[config.mk]
export PLATFORM = sky130hd
export DESIGN_NAME = cop0_timer_regs_flat
export DESIGN_NICKNAME = d
export VERILOG_FILES = /design/src/rtl/cop0_timer_regs_if.sv /design/src/rtl/cop0_timer_regs.sv /design/src/flat_wrapper.sv
export SDC_FILE = /design/constraint.sdc
export NUM_CORES = 1
export LEC_CHECK = 0
export ABC_AREA = 1
export BUFFER_PORTS_ARGS = -buffer_cell sky130_fd_sc_hd__buf_2
export CAP_MARGIN = 20
export CORE_ASPECT_RATIO = 1.5
export CORE_MARGIN = 5
export CORE_UTILIZATION = 41
export CTS_CLUSTER_SIZE = 40
export DETAILED_ROUTE_END_ITERATION = 16
export PLACE_DENSITY_LB_ADDON = 0.15
export SLEW_MARGIN = 20
export SYNTH_ARGS = -nofsm -noshare
export SYNTH_HDL_FRONTEND = slang
export SYNTH_SLANG_ARGS = --single-unit
[constraint.sdc]
create_clock -name iCLK -period 2.7 [get_ports iCLK]
set_clock_uncertainty 0.15 [all_clocks]
set_input_delay 0.54 -clock iCLK [delete_from_list [all_inputs] [get_ports iCLK]]
set_output_delay 0.54 -clock iCLK [all_outputs]
set_load 0.02 [all_outputs]
[src/rtl/cop0_timer_regs_if.sv]
// COP0 register-file bus: mfc0/mtc0 access, eret/exception signalling,
// interrupt lines and status outputs.
// The optional COP0_BADVADDR_EN macro adds the iBadVAddr input.
interface cop0_timer_regs_if #(
    parameter int NUM_CMP = 2
);
    logic [4:0]         iReadRegister;
    logic [4:0]         iWriteRegister;
    logic [31:0]        iWriteData;
    logic               iRegWrite;
    logic [31:0]        oReadData;
    logic               iEret;
    logic               iExcOccurred;
    logic               iBranchDelay;
    logic [31:0]        iExcEPC;
    logic [4:0]         iExcCode;
    logic [6:0]         iPendingInterrupt;
    logic [7:0]         oInterruptMask;
    logic               oIrq;
    logic               oUserMode;
    logic               oExcLevel;
    logic [NUM_CMP-1:0] oTimerPending;
`ifdef COP0_BADVADDR_EN
    logic [31:0]        iBadVAddr;
`endif

    modport master (
        output iReadRegister, iWriteRegister, iWriteData, iRegWrite,
        output iEret, iExcOccurred, iBranchDelay, iExcEPC, iExcCode,
        output iPendingInterrupt,
`ifdef COP0_BADVADDR_EN
        output iBadVAddr,
`endif
        input  oReadData, oInterruptMask, oIrq, oUserMode, oExcLevel,
        input  oTimerPending
    );

    modport slave (
        input  iReadRegister, iWriteRegister, iWriteData, iRegWrite,
        input  iEret, iExcOccurred, iBranchDelay, iExcEPC, iExcCode,
        input  iPendingInterrupt,
`ifdef COP0_BADVADDR_EN
        input  iBadVAddr,
`endif
        output oReadData, oInterruptMask, oIrq, oUserMode, oExcLevel,
        output oTimerPending
    );
endinterface

[src/rtl/cop0_timer_regs.sv]
// COP0 register file with prescaled Count, NUM_CMP compare channels with
// sticky pending bits, SR, Cause and EPC.
// Optional macro COP0_BADVADDR_EN adds the read-only BadVAddr register ($8).
module cop0_timer_regs #(
    parameter int          NUM_CMP  = 2,
    parameter int          PRESCALE = 2,
    parameter logic [31:0] SR_RESET = 32'h00000511
) (
    input  logic              iCLK,
    input  logic              iCLR,
    cop0_timer_regs_if.slave  bus
);
    localparam int PW = (PRESCALE > 1) ? $clog2(PRESCALE) : 1;

    logic [PW-1:0]      preCnt_r;
    logic [31:0]        count_r;
    logic [31:0]        compare_r [NUM_CMP];
    logic [NUM_CMP-1:0] tp_r;
    logic [31:0]        sr_r;
    logic [31:0]        epc_r;
    logic               causeBd_r;
    logic [4:0]         excCode_r;
    logic [1:0]         swInt_r;
`ifdef COP0_BADVADDR_EN
    logic [31:0]        badVAddr_r;
`endif

    logic               tick_s;
    logic               excAct_s;
    logic               wrAct_s;
    logic               wrCount_s;
    logic               wrSr_s;
    logic               wrCause_s;
    logic [NUM_CMP-1:0] wrCmp_s;
    logic [31:0]        cmpRead_s;
    logic [31:0]        causeRead_s;
    logic [31:0]        readData_s;
    logic [7:0]         mask_s;

    // Register number of compare channel k: Compare0 is $11, the rest follow $21.
    function automatic logic [4:0] cmpAddr(input int k);
        if (k == 0) cmpAddr = 5'd11;
        else        cmpAddr = 5'(21 + k);
    endfunction

    // Arbitration (eret > exception > mtc0) and mtc0 address decode.
    always_comb begin
        tick_s    = (preCnt_r == PW'(PRESCALE - 1));
        excAct_s  = bus.iExcOccurred & ~bus.iEret;
        wrAct_s   = bus.iRegWrite & ~bus.iEret & ~bus.iExcOccurred;
        wrCount_s = wrAct_s && (bus.iWriteRegister == 5'd9);
        wrSr_s    = wrAct_s && (bus.iWriteRegister == 5'd12);
        wrCause_s = wrAct_s && (bus.iWriteRegister == 5'd13);
        wrCmp_s   = '0;
        for (int k = 0; k < NUM_CMP; k++) begin
            wrCmp_s[k] = wrAct_s && (bus.iWriteRegister == cmpAddr(k));
        end
    end

    // Prescaler: counts 0..PRESCALE-1; reset discards any partial count.
    always_ff @(posedge iCLK) begin
        if (iCLR)        preCnt_r <= '0;
        else if (tick_s) preCnt_r <= '0;
        else             preCnt_r <= preCnt_r + PW'(1);
    end

    // Count: an mtc0 load takes the place of that cycle's increment.
    always_ff @(posedge iCLK) begin
        if (iCLR)           count_r <= 32'd0;
        else if (wrCount_s) count_r <= bus.iWriteData;
        else if (tick_s)    count_r <= count_r + 32'd1;
    end

    // Compare registers and sticky match flags; a compare write beats a match.
    always_ff @(posedge iCLK) begin
        for (int k = 0; k < NUM_CMP; k++) begin
            if (iCLR) begin
                compare_r[k] <= 32'd0;
                tp_r[k]      <= 1'b0;
            end else if (wrCmp_s[k]) begin
                compare_r[k] <= bus.iWriteData;
                tp_r[k]      <= 1'b0;
            end else if (tick_s && (count_r == compare_r[k])) begin
                tp_r[k]      <= 1'b1;
            end
        end
    end

    // Status register: eret/exception flip UM (bit 4) and EL (bit 1).
    always_ff @(posedge iCLK) begin
        if (iCLR)                  sr_r <= SR_RESET;
        else if (bus.iEret)        sr_r <= {sr_r[31:5], 1'b1, sr_r[3:2], 1'b0, sr_r[0]};
        else if (bus.iExcOccurred) sr_r <= {sr_r[31:5], 1'b0, sr_r[3:2], 1'b1, sr_r[0]};
        else if (wrSr_s)           sr_r <= bus.iWriteData;
    end

    // Cause/EPC: exception capture, software-interrupt bits via mtc0.
    always_ff @(posedge iCLK) begin
        if (iCLR) begin
            causeBd_r <= 1'b0;
            excCode_r <= 5'd0;
            swInt_r   <= 2'd0;
            epc_r     <= 32'd0;
        end else if (excAct_s) begin
            causeBd_r <= bus.iBranchDelay;
            excCode_r <= bus.iExcCode;
            epc_r     <= bus.iExcEPC;
        end else if (wrCause_s) begin
            swInt_r   <= bus.iWriteData[9:8];
        end
    end

`ifdef COP0_BADVADDR_EN
    // BadVAddr: captured only on address-error exceptions (codes 4 and 5).
    always_ff @(posedge iCLK) begin
        if (iCLR)
            badVAddr_r <= 32'd0;
        else if (excAct_s && ((bus.iExcCode == 5'd4) || (bus.iExcCode == 5'd5)))
            badVAddr_r <= bus.iBadVAddr;
    end
`endif

    // Read mux: eret target overrides the mfc0 path.
    always_comb begin
        cmpRead_s = 32'd0;
        for (int k = 0; k < NUM_CMP; k++) begin
            cmpRead_s = cmpRead_s |
                        (compare_r[k] & {32{bus.iReadRegister == cmpAddr(k)}});
        end
        causeRead_s = {causeBd_r, 15'd0, |tp_r, bus.iPendingInterrupt[6:2],
                       bus.iPendingInterrupt[1:0] | swInt_r, 1'b0, excCode_r, 2'b00};
        if (bus.iEret) begin
            readData_s = causeBd_r ? epc_r : (epc_r + 32'd4);
        end else begin
            case (bus.iReadRegister)
`ifdef COP0_BADVADDR_EN
                5'd8:    readData_s = badVAddr_r;
`endif
                5'd9:    readData_s = count_r;
                5'd12:   readData_s = sr_r;
                5'd13:   readData_s = causeRead_s;
                5'd14:   readData_s = epc_r;
                default: readData_s = cmpRead_s;
            endcase
        end
        mask_s = sr_r[0] ? (sr_r[15:8] & causeRead_s[15:8]) : 8'd0;
    end

    assign bus.oReadData      = readData_s;
    assign bus.oInterruptMask = mask_s;
    assign bus.oIrq           = (|mask_s) & ~sr_r[1];
    assign bus.oUserMode      = sr_r[4];
    assign bus.oExcLevel      = sr_r[1];
    assign bus.oTimerPending  = tp_r;
endmodule
[src/flat_wrapper.sv]
// flat-port wrapper written by rule: the top's interface ports become plain ports
module cop0_timer_regs_flat 
#(
    parameter int          NUM_CMP  = 2,
    parameter int          PRESCALE = 2,
    parameter logic [31:0] SR_RESET = 32'h00000511
)
  (iCLK, iCLR, bus_iReadRegister, bus_iWriteRegister, bus_iWriteData, bus_iRegWrite, bus_iEret, bus_iExcOccurred, bus_iBranchDelay, bus_iExcEPC, bus_iExcCode, bus_iPendingInterrupt, bus_oReadData, bus_oInterruptMask, bus_oIrq, bus_oUserMode, bus_oExcLevel, bus_oTimerPending);
  cop0_timer_regs_if #(.NUM_CMP(NUM_CMP)) bus_i ();
  input  logic iCLK;
  input  logic iCLR;
  input wire logic [$bits(bus_i.iReadRegister)-1:0] bus_iReadRegister;
  input wire logic [$bits(bus_i.iWriteRegister)-1:0] bus_iWriteRegister;
  input wire logic [$bits(bus_i.iWriteData)-1:0] bus_iWriteData;
  input wire logic [$bits(bus_i.iRegWrite)-1:0] bus_iRegWrite;
  input wire logic [$bits(bus_i.iEret)-1:0] bus_iEret;
  input wire logic [$bits(bus_i.iExcOccurred)-1:0] bus_iExcOccurred;
  input wire logic [$bits(bus_i.iBranchDelay)-1:0] bus_iBranchDelay;
  input wire logic [$bits(bus_i.iExcEPC)-1:0] bus_iExcEPC;
  input wire logic [$bits(bus_i.iExcCode)-1:0] bus_iExcCode;
  input wire logic [$bits(bus_i.iPendingInterrupt)-1:0] bus_iPendingInterrupt;
  output wire logic [$bits(bus_i.oReadData)-1:0] bus_oReadData;
  output wire logic [$bits(bus_i.oInterruptMask)-1:0] bus_oInterruptMask;
  output wire logic [$bits(bus_i.oIrq)-1:0] bus_oIrq;
  output wire logic [$bits(bus_i.oUserMode)-1:0] bus_oUserMode;
  output wire logic [$bits(bus_i.oExcLevel)-1:0] bus_oExcLevel;
  output wire logic [$bits(bus_i.oTimerPending)-1:0] bus_oTimerPending;
  assign bus_i.iReadRegister = bus_iReadRegister;
  assign bus_i.iWriteRegister = bus_iWriteRegister;
  assign bus_i.iWriteData = bus_iWriteData;
  assign bus_i.iRegWrite = bus_iRegWrite;
  assign bus_i.iEret = bus_iEret;
  assign bus_i.iExcOccurred = bus_iExcOccurred;
  assign bus_i.iBranchDelay = bus_iBranchDelay;
  assign bus_i.iExcEPC = bus_iExcEPC;
  assign bus_i.iExcCode = bus_iExcCode;
  assign bus_i.iPendingInterrupt = bus_iPendingInterrupt;
  assign bus_oReadData = bus_i.oReadData;
  assign bus_oInterruptMask = bus_i.oInterruptMask;
  assign bus_oIrq = bus_i.oIrq;
  assign bus_oUserMode = bus_i.oUserMode;
  assign bus_oExcLevel = bus_i.oExcLevel;
  assign bus_oTimerPending = bus_i.oTimerPending;
  cop0_timer_regs #(.NUM_CMP(NUM_CMP), .PRESCALE(PRESCALE), .SR_RESET(SR_RESET)) u_core (.iCLK(iCLK), .iCLR(iCLR), .bus(bus_i));
endmodule
# Yosys cells after proc, flatten, opt, wreduce, memory -nomap -nowiden
# Memory sizes are Yosys's and may differ from the RTL's.
# Cells that the tools add are included.
dict set report word_totals {
  latchBits 0
  mem_count 1
  rom_bits 0
  regBits 107
  mem_bits_rw 64
  elab_cells 77
  input_bits 92
  out_inout_bits 45
}
# name words word_bits read_ports rd_ports_with_merged_regs wr line_no
set mem_list {}
lappend mem_list {u_core.compare_r 2 32 2 0 2 cop0_timer_regs.sv:17} ;# logic [31:0] compare_r [NUM_CMP];
dict set report classes {
  multipliers 0
  shifts 0
  n_reduce_logical 17
  muxes 18
  div 0
  bitwise 15
  order_cmp 0
  n_eq_ne 13
  n_addsub 3
}
# operator count
set op_table {}
lappend op_table {{$mux W32} 6}
lappend op_table {{$pmux W32 S4} 1}
lappend op_table {{$and A32 B32 Y32} 2}
lappend op_table {{$eq A32 B32 Y1} 2}
lappend op_table {{$eq A5 B4 Y1 const B} 9}
lappend op_table {{$add A32 B1 Y32 const B} 1}
lappend op_table {{$add A32 B3 Y32 const B} 1}
lappend op_table {{$or A32 B32 Y32} 1}
lappend op_table {{$eq A5 B5 Y1 const B} 2}
lappend op_table {{$mux W5} 2}
lappend op_table {{$reduce_or A2 Y1} 5}
lappend op_table {{$and A8 B8 Y8} 1}
lappend op_table {{$mux W1} 8}
lappend op_table {{$mux W8} 1}
lappend op_table {{$reduce_or A8 Y1} 1}
lappend op_table {{$logic_and A1 B1 Y1} 7}
lappend op_table {{$and A1 B1 Y1} 4}
lappend op_table {{$not A1 Y1} 4}
lappend op_table {{$reduce_bool A2 Y1} 2}
lappend op_table {{$reduce_and A3 Y1} 1}
lappend op_table {{$or A1 B1 Y1} 2}
lappend op_table {{$or A2 B2 Y2} 1}
lappend op_table {{$reduce_and A2 Y1} 1}
lappend op_table {{$add A1 B1 Y1 const B} 1}

# Logic depth before layout (Yosys ltp)
# Gate-level depths: netlist (run 1).
dict set report depth {
  ltp_word 8
  depth_mapped 12
  mapped_depth_nobuf 11
}

# Worst setup path after synthesis (run 1)
# No wires, ideal clock.
dict set report synth_path {
  kind {input-to-output}
  start {input bus_iReadRegister[4]}
  end {output bus_oReadData[5]}
  path_buffers 1
  slack_ns 0.303
  path_stages 8
  arrival_time_ns 1.707
  required_time_ns 2.010
  path_cell_list {inv_1 -> nand2_1 -> nor2_4 -> nand2_2 -> buf_2 -> o21ai_1 -> nor2_1 -> a31oi_1}
}
dict set report synth_between {
  elab_chain_len 5
  elab_cells_between_ends 11
  cone_classes {eq/ne (6); mux (2); bitwise (3)}
}
# element line_no
set synth_rtl {}
lappend synth_rtl {{start, declared} flat_wrapper.sv:12} ;# input wire logic [$bits(bus_i.iReadRegister)-1:0] bus_iReadRegister;
lappend synth_rtl {{$eq A5 B4 Y1 / $eq A5 B5 Y1 (equally long branches)} cop0_timer_regs.sv:128} ;# (compare_r[k] & {32{bus.iReadRegister == cmpAddr(k)}});
lappend synth_rtl {{$and A32 B32 Y32} cop0_timer_regs.sv:128}
lappend synth_rtl {{$or A32 B32 Y32} cop0_timer_regs.sv:127} ;# cmpRead_s = cmpRead_s |
lappend synth_rtl {{$pmux W32 S4 (*)} cop0_timer_regs.sv:135} ;# case (bus.iReadRegister)
lappend synth_rtl {{$mux W32 (*)} cop0_timer_regs.sv:132} ;# if (bus.iEret) begin
lappend synth_rtl {{end, declared} flat_wrapper.sv:22} ;# output wire logic [$bits(bus_i.oReadData)-1:0] bus_oReadData;
# Mark *: on every way between the ends. The rest lies on a longest branch, timed or not.

# Worst setup path in the final report (run 1)
dict set report layout_path {
  start {register u_core.epc_r[2]}
  end {output bus_oReadData[24]}
}
dict set report layout_between {
  elab_chain_len 3
}
# element line_no
set layout_rtl {}
lappend layout_rtl {{start, declared} cop0_timer_regs.sv:20} ;# logic [31:0] epc_r;
lappend layout_rtl {{start signal, assigned} cop0_timer_regs.sv:107} ;# epc_r <= bus.iExcEPC;
lappend layout_rtl {{$add A32 B3 Y32} cop0_timer_regs.sv:133} ;# readData_s = causeBd_r ? epc_r : (epc_r + 32'd4);
lappend layout_rtl {{$mux W32} cop0_timer_regs.sv:133}
lappend layout_rtl {{$mux W32} cop0_timer_regs.sv:132}
# Every way passes these cells.

==> results of run 1 <==
## repair_timing
| item | 4_1_cts | 5_1_grt |
|---|---|---|
| endpoints found under the setup margin | 26 | 26 |
| pin swaps | 23 | 13 |
| gates cloned | 0 | 0 |
| setup buffers | 5 | 3 |
| resized for setup | 78 | 38 |
| hold buffers | 0 | 0 |
## through the flow
stage	utilization	cell area, um2	hold slack (ns)	instances
2_1_floorplan	-	10500	0.275	1586
3_3_place_gp	0.461	11600	0.314	2014
3_5_place_dp	0.461	11600	0.319	2014
4_1_cts	0.493	12400	0.165	2049
5_1_grt	0.497	12500	0.191	2051
6_report	0.497	12500	0.184	2051
## power by group
group	switching (mW)	leakage (nW)	total (mW)	internal, mW
clock network	1.10	0.247	2.37	1.27
registers	0.0829	1.48	2.85	2.77
logic	0.458	3.77	0.699	0.241
## cells in the final DEF (no fill, tap or decap), types with 20 or more instances in the layout
cell,count
edfxtp_1,64
nand2_1,416
nor2_1,197
nand3_1,83
inv_1,187
o21ai_1,70
a21oi_1,97
buf_4,37
xor2_1,20
dfxtp_1,99
o22ai_1,24
o21ai_0,77
buf_2,116
## logic make-up after synthesis
kind of cell    synth area share
xor+xnor                  0.0283
simple gates               0.310
compound gates             0.163
flops                      0.386
fa+ha+maj                0.00238
buf+inv                    0.110
## worst reg2reg max path, delay by kind of cell (launching register included)
family	cells	cell delay [ns]
adders and majority gates	1	0.21
xor gates and xnor gates	1	0.17
and+or+nand+nor	6	1.02
DFF	1	0.42
AOI/OAI and AO/OA	1	0.13
## path summary, 6_finish.rpt
path | startpoint | endpoint | slack, ns | depth (start not counted)
setup / recovery | u_core.epc_r[2]$_SDFFE_PP0P_ | bus_oReadData[24] | -0.11 | 13
hold / removal | bus_iExcCode[1] | u_core.excCode_r[1]$_SDFFE_PP0P_ | 0.18 | 3
hold reg to reg | u_core.epc_r[0]$_SDFFE_PP0P_ | u_core.epc_r[0]$_SDFFE_PP0P_ | 0.33 | 2
setup reg to reg | u_core.count_r[1]$_SDFFE_PP0P_ | u_core.count_r[22]$_SDFFE_PP0P_ | 0.54 | 9
## sequential cells by signal, summed over array words and instances, names as in the netlist
| name | count |
|---|---|
| u_core.swInt_r | 2 |
| u_core.bus.oTimerPending | 2 |
| u_core.count_r | 32 |
| u_core.preCnt_r | 1 |
| u_core.epc_r | 32 |
| u_core.causeBd_r | 1 |
| u_core.excCode_r | 5 |
| u_core.sr_r | 32 |
| u_core.compare_r | 64 |
## layer usage
layer / routed length, um / part of all wire / GRT usage / vias up
met5: 0 / 0 / 0 / -
met4: 1110 / 0.030 / 0.0876 / 0
met3: 2170 / 0.058 / 0.0324 / 51
met2: 17100 / 0.46 / 0.405 / 359
met1: 16700 / 0.45 / 0.355 / 4985
li1: - / - / - / 5379
## layout make-up
class	instances	area, um2
Sequential cell	171	4080
Fill cell	2684	12700
Multi-Input combinational cell	1135	5500
Inverter	206	783
Timing Repair Buffer	180	1230
Clock inverter	13	118
Tap cell	328	410
Clock buffer	18	429
==> results.sh, run 1 <==
export IMPL_synth_area_per_cell_um2=6.63
export IMPL_grt_remaining_overflow=0
export IMPL_worstMarginPinSlew_ns=0.967
export IMPL_grt_use_total=0.254
export IMPL_yosysMostFrequentCell="nand2_1"
export IMPL_coreArea_um2=25200
export IMPL_die_w_um=141
export IMPL_antenna_left=0
export IMPL_yosysWarningCount=0
export IMPL_numCtsBuffers=17
export IMPL_p_leak_nw=5.50
export IMPL_end_kind="output pin"
export IMPL_clkSlewWorstSetupHoldPaths_ns=0.07
export IMPL_diodes=0
export IMPL_rsz0062_at_grt="true"
export IMPL_via_per_inst=5.25
export IMPL_setup_slack_ns=-0.108
export IMPL_fmax_ghz=0.356
export IMPL_worst_path_buf_inv=3
export IMPL_synth_edf_count=64
export IMPL_p_per_area_nw_per_um2=472
export IMPL_synth_area_top_cells="dfxtp_1, edfxtp_1, nand2_1, nor2_1, inv_1"
export IMPL_crit_path_start_kind="flip-flop"
export IMPL_critical_path_max_fanout=4
export IMPL_htree_levels=4
export IMPL_fin_tns_setup_ns=-0.565
export IMPL_setup_viol=12
export IMPL_slew_viol_final=0
export IMPL_cts_tree="done"
export IMPL_vdd_drop_max_v=0.000402
export IMPL_ys_flop_type="dfxtp_1"
export IMPL_postSynthCellCount=1586
export IMPL_maxCapViolations=0
export IMPL_wirelength_mm=37.1
export IMPL_drive_gt1_frac=0.174
export IMPL_final_net_count=1805
export IMPL_fin_crit_sh=1.04
export IMPL_hold_viol=0
export IMPL_slowest_delay_ns=0.37
export IMPL_pre_cts_ws_ns=0.0579
export IMPL_synth_top_area_frac=0.204
export IMPL_period_minus_slack_ns=2.81
export IMPL_clockBufferDepth=2
export IMPL_synth_cell_area_um2=10500
export IMPL_initial_utilization=0.417
export IMPL_crit_family="simple AND/OR/NAND/NOR gates"
export IMPL_grt_pass1_vias=10200
export IMPL_worstPathRequired_ns=2.01
export IMPL_dr_pass1_iters=5
export IMPL_drtIter0Drc=802
export IMPL_grt_max_degree=65
export IMPL_path_cells="ha_4 -> nand2_2 -> inv_2 -> nand2_4 -> nor2_4 -> nand3_2 -> nor2_2 -> buf_6 -> nand2_1 -> nand2_1 -> nand3_1 -> nand2_1 -> buf_6"
export IMPL_async_reset_ff_frac=0
export IMPL_ctsRootBufferMaster="clkbuf_16"
export IMPL_hold_path_class="in -> reg"
export IMPL_critical_path_class="reg -> out"
export IMPL_io_pins=137
export IMPL_crit_arrival_ns=2.12
export IMPL_grt_pass1_wl_mm=57.4
export IMPL_yosysTopAreaCell="dfxtp_1"
export IMPL_die_y_um=206
export IMPL_cp_slowest_cell="dfxtp_4"
export IMPL_area_growth_pct=19.3
export IMPL_crit_top_cell="nand2_1"
export IMPL_avgRoutedWirePerCell_um=18.1
export IMPL_cts_sinks=171
export IMPL_die_area_um2=29000
export IMPL_violations="setup timing"
export IMPL_post_route_drc_count=0
export IMPL_power_mw=5.92
export IMPL_fp_row_count=71
export IMPL_ys_types=40
export IMPL_dp_hpwl_mm=28.8
export IMPL_ys_seq_area_frac=0.386
export IMPL_slew_headroom=0.354
export IMPL_antenna_found_initial=0
export IMPL_gp_congestion=0.973
export IMPL_synth_seq_cells=171
export IMPL_syn_nets=1680
export IMPL_route_vias_total=10800
export IMPL_clkLatencyLatePin_ns=0.44
export IMPL_synth_top_cells_by_count="nand2_1, nor2_1, inv_1"
export IMPL_port_buffers=136
export IMPL_status="finished with violations"
(Power assumes the default switching activity.)
==> inputs of run 2 (changes only) <==
--- a/config.mk
+++ b/config.mk
@@ -5,7 +5,6 @@
 export SDC_FILE = /design/constraint.sdc
 export NUM_CORES = 1
 export LEC_CHECK = 0
-export ABC_AREA = 1
 export BUFFER_PORTS_ARGS = -buffer_cell sky130_fd_sc_hd__buf_2
 export CAP_MARGIN = 20
 export CORE_ASPECT_RATIO = 1.5
==> run 2 against run 1 <==
Effect of this change: the flow still finishes with violations (setup timing); synthesized area down 3.7%; setup slack worse by 0.17 ns; register-to-register slack worse by 0.13 ns; worst hold slack worse by 0.0095 ns; largest cell class unchanged.
==> results.sh, run 2 <==
export IMPL_grt_util_met1=0.347
export IMPL_synth_area_top_cells="dfxtp_1, edfxtp_1, xnor2_1, nand2_1, a21oi_1"
export IMPL_met3_usage=0.0396
export IMPL_p_leak_nw=5.08
export IMPL_muxShareOfSynthArea=0.00692
export IMPL_synth_top_area_frac=0.212
export IMPL_hold_viol=0
export IMPL_drtIter0Drc=859
export IMPL_port_buffers=136
export IMPL_switching_share=0.268
export IMPL_slew_viol_final=0
export IMPL_die_area_um2=28000
export IMPL_io_pins=137
export IMPL_dr_pass1_iters=5
export IMPL_grt_use_total=0.263
export IMPL_ys_seq_area_frac=0.401
export IMPL_worstPathRequired_ns=2.01
export IMPL_synth_top_family_by_area="simple AND/OR/NAND/NOR gates"
export IMPL_top_usage_layer="met2"
export IMPL_period_minus_slack_ns=2.98
export IMPL_grt_max_degree=106
export IMPL_fmax_ghz=0.336
export IMPL_synth_simple_area_share=0.231
export IMPL_final_common_cell="nand2_1"
export IMPL_fin_hold_ws_ns=0.174
export IMPL_ctsRootBufferMaster="clkbuf_16"
export IMPL_gp_congestion=0.918
export IMPL_clkLatencyLatePin_ns=0.45
export IMPL_postPlaceCellArea_um2=11800
export IMPL_grt_remaining_overflow=0
export IMPL_fillers=2268
export IMPL_setup_viol=23
export IMPL_route_vias_total=9806
export IMPL_grt_pass1_vias=9581
export IMPL_worstMarginPinSlew_ns=0.581
export IMPL_drive_gt1_frac=0.295
export IMPL_critical_path_class="reg -> out"
export IMPL_synth_edf_count=64
export IMPL_slew_headroom=0.613
export IMPL_antenna_found_initial=1
export IMPL_via_per_inst=5.68
export IMPL_power_mw=6.43
export IMPL_wirelength_mm=37.9
export IMPL_async_reset_ff_frac=0
export IMPL_numCtsBuffers=17
export IMPL_setup_slack_ns=-0.278
export IMPL_maxCapViolations=0
export IMPL_p_per_area_nw_per_um2=482
export IMPL_yosysWarningCount=0
export IMPL_initial_utilization=0.416
export IMPL_end_kind="output pin"
export IMPL_path_cells="nand3_4 -> nor4_2 -> buf_4 -> nand4_1 -> and3_1 -> or3_4 -> buf_6"
export IMPL_cp_slowest_cell="dfxtp_2"
export IMPL_ys_flop_type="dfxtp_1"
export IMPL_slowest_delay_ns=0.35
export IMPL_crit_path_start_kind="flip-flop"
export IMPL_fin_area_um2=13300
export IMPL_clkPwrFrac=0.420
export IMPL_synth_compound_area_frac=0.188
export IMPL_clkSlewWorstSetupHoldPaths_ns=0.07
export IMPL_p_sw_mw=1.73
export IMPL_final_cell_mix="nand2_1, buf_4, a21oi_1"
export IMPL_postSynthCellCount=1197
export IMPL_cts_sinks=171
export IMPL_yosys_area_share_xor_xnor=0.105
export IMPL_diodes=0
export IMPL_antenna_left=0
export IMPL_clockBufferDepth=2
export IMPL_cts_hold_buf=0
export IMPL_die_y_um=202
export IMPL_grt_pass1_wl_mm=57.6
export IMPL_area_growth_pct=31.8
export IMPL_yosysTopAreaCell="dfxtp_1"
export IMPL_fin_tns_setup_ns=-3.27
export IMPL_seqPwrFrac=0.444
export IMPL_violations="setup timing"
export IMPL_use_met2=0.444
export IMPL_crit_arrival_ns=2.29
export IMPL_cts_tree="done"
export IMPL_htree_levels=4
export IMPL_syn_nets=1291
export IMPL_vdd_drop_max_v=0.000417
export IMPL_coreArea_um2=24300
export IMPL_fin_crit_sh=1.10
export IMPL_final_net_count=1483
export IMPL_status="finished with violations"
export IMPL_p_comb_frac=0.136
export IMPL_post_route_drc_count=0
export IMPL_avgRoutedWirePerCell_um=21.9
export IMPL_fp_row_count=70
export IMPL_critical_path_max_fanout=6
export IMPL_dp_hpwl_mm=27.7
export IMPL_p_int_mw=4.71
export IMPL_yosysMostFrequentCell="nand2_1"
export IMPL_ys_types=64
export IMPL_largest_reg_flops=64
export IMPL_synth_top_cells_by_count="nand2_1, a21oi_1, dfxtp_1"
export IMPL_synth_area_per_cell_um2=8.46
export IMPL_hold_path_class="in -> reg"
export IMPL_synth_seq_cells=171
export IMPL_regMostFlops="u_core.compare_r"
export IMPL_synth_fa_ha_area_frac=0.00247
export IMPL_rsz0062_at_grt="true"
export IMPL_die_w_um=138
export IMPL_synth_cell_area_um2=10100
export IMPL_pre_cts_ws_ns=-0.252
run 2: cell types whose count changed in the layout (fill, tap and decap cells not counted), moves of 56 or more:
cell and delta:
inv_1 -162, and2_1 +67, nand2_1 -237, xnor2_1 +66, buf_4 +91, nor2_1 -132
o21ai_1 -56, nand3_1 -58
run 2: cell families (layout without fill, tap and decap cells):
family / after synthesis / count (layout)
multiplexers: 7 / 7
adder cells (fa/ha/maj): 2 / 2
buffers and inverters: 136 / 341
AND/OR/NAND/NOR: 466 / 466
AO/OA/AOI/OAI: 294 / 294
flip-flops: 171 / 171
XOR/XNOR: 121 / 121
run 2: metal layers:
| metal | part of all wire | wire length, um | vias up |
|---|---|---|---|
| met4 | 0.035 | 1330 | 2 |
| met1 | 0.42 | 16000 | 4703 |
| li1 | - | - | 4618 |
| met3 | 0.062 | 2340 | 76 |
| met5 | 0.00032 | 12 | - |
| met2 | 0.48 | 18200 | 407 |
run 2: critical path, delay by kind of cell (launching register included):
family | cells | cell delay (ns)
buffers and inverters | 2 | 0.36
flip-flops | 1 | 0.35
AND/OR/NAND/NOR | 5 | 1.13
run 2: final cells by class:
class                           count  area (um2)  area share
Clock inverter                     15         209      0.0157
Clock buffer                       17         425      0.0319
Tap cell                          324         405      0.0304
Timing Repair Buffer              281        2210       0.166
Sequential cell                   171        4080       0.306
Multi-Input combinational cell    890        5910       0.443
Inverter                           28         105     0.00787
run 2: power by group through the flow:
stage                     combinational, mW  clock [mW]  sequential [mW]
after floorplan                       0.411           0             2.87
after global placement                0.776           0             2.90
after detailed placement              0.780           0             2.90
after CTS                             0.834        2.74             2.85
after global routing                  0.940        2.84             2.86
final                                 0.878        2.70             2.86
run 2: worst paths after layout:
check	startpoint	end	slack, ns	depth (start not counted)
setup / recovery	u_core.epc_r[6]$_SDFFE_PP0P_	bus_oReadData[26]	-0.28	7
hold / removal	bus_iExcEPC[11]	u_core.epc_r[11]$_SDFFE_PP0P_	0.17	3
hold reg to reg	u_core.sr_r[22]$_SDFFE_PP0P_	u_core.sr_r[22]$_SDFFE_PP0P_	0.31	2
setup reg to reg	u_core.count_r[0]$_SDFFE_PP0P_	u_core.count_r[28]$_SDFFE_PP0P_	0.41	7
run 2: repair_timing:
| action | 4_1_cts | 5_1_grt |
|---|---|---|
| buffers inserted | 14 | 12 |
| setup endpoints to repair | 32 | 32 |
| resized for setup | 112 | 67 |
| gates cloned | 3 | 1 |
| pin swaps | 37 | 32 |
run 2: stage by stage:
step           std cells  utilization
3_5_place_dp        1667        0.484
4_1_cts             1715        0.532
3_3_place_gp        1667        0.484
2_1_floorplan       1197            -
5_1_grt             1726        0.548
6_report            1726        0.548
